===== src/rtl/elastic_buffer_stage.sv =====
// Purpose: valid/ready FIFO stage with occupancy, almost-full and high-water-mark reporting.
// Latency: one cycle from push to out_valid (no bypass).
// Backpressure: in_ready drops when full, from registered count only (a full stage refuses a push even on a same-cycle pop).
module elastic_buffer_stage #(
  parameter int WIDTH    = 8,
  parameter int DEPTH    = 4,
  parameter int AF_LEVEL = 3
) (
  input  logic                     clk,
  input  logic                     rst_n,
  input  logic                     in_valid,
  input  logic [WIDTH-1:0]         in_data,
  output logic                     in_ready,
  output logic                     out_valid,
  output logic [WIDTH-1:0]         out_data,
  input  logic                     out_ready,
  output logic [$clog2(DEPTH):0]   count,
  output logic                     almost_full,
  output logic [$clog2(DEPTH):0]   hwm,
  input  logic                     hwm_clr
);

  localparam int AW = $clog2(DEPTH);
  localparam int CW = AW + 1;

  logic [WIDTH-1:0] mem_q [DEPTH];
  logic [AW-1:0]    wr_ptr_q, wr_ptr_d;
  logic [AW-1:0]    rd_ptr_q, rd_ptr_d;
  logic [CW-1:0]    count_q, count_d;
  logic [CW-1:0]    hwm_q, hwm_d;
  logic             push, pop;

  assign in_ready    = (count_q != CW'(DEPTH));
  assign out_valid   = (count_q != '0);
  assign out_data    = mem_q[rd_ptr_q];
  assign count       = count_q;
  assign almost_full = (count_q >= CW'(AF_LEVEL));
  assign hwm         = hwm_q;

  assign push = in_valid & in_ready;
  assign pop  = out_valid & out_ready;

  always_comb begin
    wr_ptr_d = wr_ptr_q;
    rd_ptr_d = rd_ptr_q;
    count_d  = count_q;
    hwm_d    = hwm_q;
    if (push) wr_ptr_d = wr_ptr_q + 1'b1;
    if (pop)  rd_ptr_d = rd_ptr_q + 1'b1;
    case ({push, pop})
      2'b10:   count_d = count_q + 1'b1;
      2'b01:   count_d = count_q - 1'b1;
      default: count_d = count_q;
    endcase
    // Clear reloads the post-update occupancy rather than zero.
    if (hwm_clr)               hwm_d = count_d;
    else if (count_d > hwm_q)  hwm_d = count_d;
  end

  always_ff @(posedge clk or negedge rst_n) begin
    if (!rst_n) begin
      wr_ptr_q <= '0;
      rd_ptr_q <= '0;
      count_q  <= '0;
      hwm_q    <= '0;
    end else begin
      wr_ptr_q <= wr_ptr_d;
      rd_ptr_q <= rd_ptr_d;
      count_q  <= count_d;
      hwm_q    <= hwm_d;
    end
  end

  always_ff @(posedge clk) begin
    if (push) mem_q[wr_ptr_q] <= in_data;
  end

endmodule


===== config.mk =====
export PLATFORM = sky130hd
export DESIGN_NAME = elastic_buffer_stage
export DESIGN_NICKNAME = d
export VERILOG_FILES = /design/src/rtl/elastic_buffer_stage.sv
export SDC_FILE = /design/constraint.sdc
export NUM_CORES = 1
export LEC_CHECK = 0
export ABC_AREA = 0
export CORE_UTILIZATION = 40
export CTS_CLUSTER_SIZE = 16
export DETAILED_ROUTE_END_ITERATION = 6
export PLACE_DENSITY = 0.74
export SYNTH_ARGS = -nofsm -noshare
export SYNTH_HDL_FRONTEND = slang
export SYNTH_SLANG_ARGS = --single-unit

===== constraint.sdc =====
create_clock -name clk -period 4.1 [get_ports clk]
set_input_delay 0.82 -clock clk [delete_from_list [all_inputs] [get_ports clk]]
set_output_delay 0.82 -clock clk [all_outputs]
set_load 0.005 [all_outputs]

Yosys cells after proc, flatten, opt, wreduce, memory -nomap -nowiden. Memory sizes are Yosys's and may differ from the RTL's. Cells that the tools add are included.

Flip-flop bits (word level): 10. RAM bits: 32. Input bits: 13. Memories: 1.

Equality and inequality tests: 3. Muxes and demuxes: 5. Add/subtract/negate cells: 4. Reduce and logical (&&, ||, !) cells: 2. Bitwise operators: 2. Magnitude comparators: 2.

Memories: mem_q (depth 4, bits a word 8, read ports 1, clocked after Yosys merged registers in 0, write ports 1, RTL line 26) `logic [WIDTH-1:0] mem_q [DEPTH];`.

Operator list (number): $mux W3 (2); $pmux W3 S2 (1); $add A2 B1 Y2 const B (2); $add A3 B1 Y3 const B (1); $ge A3 B2 Y1 const B (1); $gt A3 B3 Y1 (1); $ne A3 B3 Y1 const B (1); $reduce_bool A3 Y1 (1); $sub A3 B1 Y3 const B (1); $and A1 B1 Y1 (2); $eq A2 B1 Y1 const B (1); $eq A2 B2 Y1 const B (1); $mux W1 (2); $reduce_bool A2 Y1 (1).

Logic depth before layout (Yosys ltp).
Depth after elaboration: 7. Depth in mapped cells: 14. Depth with buffers taken out: 14.

Worst setup path after synthesis. Ideal clock, no wire load.

Path kind: reg-to-reg. From: reg count_q[1], in the netlist count[1]. To: reg hwm_q[0], in the netlist hwm[0]. Cell stages (with the launch flop): 13. Clock period less this slack: 3.121 ns. Slack: 0.979 ns. Data required time: 3.975 ns. Data arrival time: 2.996 ns. Cells stage by stage: dfrtp_1 > or3_4 > and2_4 > ha_1 > fa_1 > xnor2_1 > nor2_1 > xor2_1 > ha_1 > nand3_1 > o21ai_0 > o21bai_1 > mux2_2.

Word-level cells in the longest chain between the ends: 6. Elaborated cells on any way between the ends: 13. Classes of those cells: add/sub: 2; order compare: 1; eq/ne: 3; mux: 3; bitwise: 2; reduce/logical: 2.

Ends and longest elaborated chain: start, declared (RTL line 29) `logic [CW-1:0] count_q, count_d;`; start signal, assigned (RTL line 69) `count_q <= count_d;`; $reduce_bool A3 Y1 * (RTL line 34) `assign out_valid = (count_q != '0);`; via out_valid (RTL line 14) `output logic out_valid,`; $and A1 B1 Y1 * (RTL line 41) `assign pop = out_valid & out_ready;`; via pop (RTL line 31) `logic push, pop;`; $eq A2 B1 Y1 / $eq A2 B2 Y1 (equally long branches) (RTL line 50) `case ({push, pop})`; $pmux W3 S2 * (RTL line 50); via count_d[2] (RTL line 29); $gt A3 B3 Y1 * (RTL line 57) `else if (count_d > hwm_q) hwm_d = count_d;`; $reduce_bool A2 Y1 (no line) *; end signal, assigned (RTL line 70) `hwm_q <= hwm_d;`; end, declared (RTL line 30) `logic [CW-1:0] hwm_q, hwm_d;`.

The timed path passes the listed nets; every way through them passes the cells marked *. The select of a mux whose other input is x is not followed. A chain may end at the register's enable or synchronous reset.

Worst setup path in the final report.
From: in in_valid. To: reg hwm_q[2], in the netlist hwm[2].

Word-level cells in the longest chain between the ends: 5. Elaborated cells on any way between the ends: 8. Classes of those cells: order compare: 1; eq/ne: 2; mux: 3; bitwise: 1; reduce/logical: 1.

Ends and longest elaborated chain: start, declared (RTL line 11) `input logic in_valid,`; $and A1 B1 Y1 * (RTL line 40) `assign push = in_valid & in_ready;`; $eq A2 B1 Y1 / $eq A2 B2 Y1 (equally long branches) (RTL line 50); $pmux W3 S2 * (RTL line 50); via count_d[2] (RTL line 29); $gt A3 B3 Y1 / $mux W3 (equally long branches) (RTL line 57); $reduce_bool A2 Y1 (no line) / $mux W3 (equally long branches).

Marks and branches as above.

==> summary.md <==
| Metric | Value |
|---|---|
| Status | `complete, no violations` |
| Util after Layout | `around 54%` |
| TritonCTS clock tree | `done` |
| CTS Sinks | `42` |
| Asr flop ratio synth | `23.81%` |
| CP startpoint kind | `input pin` |
| Most frequent cells in the layout | `edfxtp_1, clkdlybuf4s50_1, dfrtp_1` |
| Worst slew pin tran | `0.6310 ns` |
| Clk buf depth | `2` |
| Row cnt | `23` |
| Die Ht | `between 60 and 70 µm` |
| VDD IR max | `roughly 0.44 mV` |
| EDFF count, synth | `32` |
| Post-CTS Setup Bufs | `0` |
| Nets | `between 150 and 200` |
| Total number of yosys warnings | `0` |
| Post-synthesis adder-cell area fraction | `under 10%` |
| Area of the multi-input gates | `514.2 µm²` |
| FF-to-FF End | `hwm[2]$_DFFE_PN0P_` |
| Hold endpoint | `hwm[0]$_DFFE_PN0P_` |
| Drt wl/cell | `roughly 16 µm` |
| Num CTS Buffers | `5` |
| Ports | `30` |
| DPL Wire Length | `a little over 2000 µm` |
| R2R depth | `12` |
| Post-Place Cells | `between 150 and 200` |
| Xor and xnor area share after synthesis | `under 10%` |
| Pins over their slew limit | `0` |
| Mapped Nets | `around 120` |
| Hold wc startpoint | `hwm[0]$_DFFE_PN0P_` |
| Hold path depth | `1` |
| Bufs and invs on worst path | `2` |
| Max Fclk | `approximately 0.28 GHz` |
| Slowest cell on the critical path | `clkdlybuf4s50_1` |
| Area growth syn-to-layout | `25.62%` |
| Synth Flop Type | `edfxtp_1` |
| Max incr delay on CP | `roughly 0.53 ns` |
| Hold Buf Count CTS | `0` |
| FILL cells | `333` |
| Initial detailed-routing violation count | `67` |
| Hold Path Class | `register to register` |
| Vias per cell | `5.078` |
| TritonRoute pass-1 iters | `4` |
| Antenna cell count | `0` |
| Reg-to-reg critical path startpoint | `count[1]$_DFF_PN0_` |
| Normalized max-slew margin | `between 50 and 60%` |
| Cell mode on critical path | `ha_1` |
| Endpoint class of the critical path | `register` |
| Unrepaired setup endpoints after global routing | `false` |
| CP Class | `input pin to register` |
| Commonest non-fill, non-tap cell in the layout | `edfxtp_1` |
| Syn Inst Count | `95` |
| # setup viols final | `0` |
| Leak Pwr | `approximately 0.8 nW` |
| CP Cell Sequence | `clkdlybuf4s50_1 > and2_4 > inv_1 > ha_1 > fa_1 > xnor2_1 > nor2_1 > xor2_1 > ha_1 > nand3_1 > o21ai_0 > o21bai_1 > mux2_2` |
| Pwr Density | `between 700 and 800 mW/mm²` |
| First-pass GRT wire length | `4678 µm` |
| WP data arrival | `about 3.8 ns` |
| Post-DRT Antenna Nets | `0` |
| Leading area contributor after synthesis | `edfxtp_1` |
| Vias in the first global route | `around 970` |
| Pin count of the biggest net entering global routing | `14` |
| Post-synthesis sequential area ratio | `approximately 69%` |
| Post-CTS sizing | `0` |
| CTS H-tree lvls | `2` |
| DRC | `0` |
| Synth Cell Area | `approximately 0.0018 mm²` |
| Synth Area in Compound Gates | `1.632%` |
| Layout cell share with drive strength beyond 1 | `19.23%` |
| I/O Buffers | `29` |
| Clock-pin transition on the worst setup and hold timing paths | `around 0.080 ns` |
| Crit Path Max Fanout | `5` |
| Final std cells w/o fill | `180` |
| Area share of the largest cell type after synthesis | `between 50 and 60%` |
| Via count | `914` |
| Root Buffer | `clkbuf_8` |
| Hold Violations, Final | `0` |
| Setup tns final | `0 ns` |
| Max cap viols | `0` |
| Worst Path Required | `4.28 ns` |
| GRT Util Overall | `between 10 and 15%` |
| GRT overflow | `0` |
| Initial Utilization | `between 40% and 50%` |
| Synthesized area per cell | `18.56 µm²` |
| Area contributors post-synth | `edfxtp_1, dfrtp_1, mux4_2` |
| Chip Width | `between 60 and 70 µm` |
| Crit path max-delay family | `adder cells` |
| Antenna violations before repair | `0` |
| Die area | `roughly 0.0047 mm²` |
| Final Critical Period | `between 3 and 4 ns` |
| Reg area | `0.001211 mm²` |
| Worst-Skew Late Latency | `roughly 0.28 ns` |
| Synth cell types | `22` |
| Seq cells post-synth | `42` |
| Routability cong. | `approximately 0.72` |
| R2R setup slack | `0.76 ns` |
| Crit share post-route | `between 80 and 90%` |
| Final wirelength | `between 2000 and 3000 µm` |
| Largest family of logic cells by synthesized area | `multiplexers` |
| Mux cell area share after synthesis | `between 10% and 20%` |
| Post-synthesis simple-gate area fraction | `4.329%` |
| Core area | `roughly 0.0041 mm²` |
| Clock skew | `~0.0075 ns` |
[power breakdown]
part | internal (mW) | total [mW] | switching [mW] | leakage [nW]
logic | 0.430 | 0.697 | 0.268 | 0.362
clock network | 0.182 | 0.313 | 0.132 | 0.0514
registers | 0.586 | 0.698 | 0.112 | 0.410
total | 1.20 | 1.71 | 0.512 | 0.823
[registers in the layout, indices dropped and copies added, names as in the netlist]
signal and cells:
hwm 3, wr_ptr_q 2, rd_ptr_q 2, count 3
mem_q 32
[how the worst max path moves through the flow]
stage,slack (ns),cells past startpoint,from,end
detailed placement,0.22,13,in_valid,hwm[1]$_DFFE_PN0P_
CTS,0.50,13,in_valid,hwm[1]$_DFFE_PN0P_
finish,0.50,13,in_valid,hwm[2]$_DFFE_PN0P_
floorplan,0.98,12,count[1]$_DFF_PN0_,hwm[0]$_DFFE_PN0P_
global placement,0.34,13,in_valid,hwm[2]$_DFFE_PN0P_
global route,0.35,13,in_valid,hwm[0]$_DFFE_PN0P_
[synthesized netlist by cell type (all sizes together) (2+ instances only)]
| cell | count |
|---|---|
| inv | 7 |
| nand2 | 2 |
| and2 | 2 |
| xnor2 | 4 |
| nor2 | 2 |
| edfxtp | 32 |
| dfrtp | 10 |
| mux4 | 8 |
| and3 | 4 |
| ha | 8 |
| xor2 | 2 |
| mux2 | 5 |
[area by class of cell]
cell class | count | share of cell area (%)
Sequential cell | 42 | 54.69
Multi-Input combinational cell | 44 | 23.22
Timing Repair Buffer | 29 | 13.11
Clock buffer | 6 | 3.277
Tap cell | 50 | 2.825
Clock inverter | 2 | 1.695
Inverter | 7 | 1.186
[kinds of logic after synthesis]
kind of cell,count (synthesis)
DFF,42
muxes,13
and+or+nand+nor,12
buffers and inverters,9
adders and majority gates,9
xor gates and xnor gates,6
AOI/OAI and AO/OA,4
[through the flow]
step                hold slack (ns)  instance area, µm²  power [mW]  worst slack (ns)
finish                       0.5531                2215       1.708            0.5046
detailed placement           0.5344                2105       1.412            0.2205
floorplan                    0.5244                1763       1.098            0.9790
global route                 0.5899                2215       1.837            0.3504
global placement             0.5344                2105       1.375            0.3428
CTS                          0.5562                2215       1.731            0.5025
[metal layers]
metal / vias up / track usage [%] / share of wire [%]
met5: - / 0 / 0
met4: 0 / 5.729 / 0.28
met3: 2 / 5.167 / 5.1
met2: 26 / 25.37 / 53
met1: 462 / 16.92 / 42
li1: 424 / - / -
No activity file was read; power rests on OpenSTA's default activity.
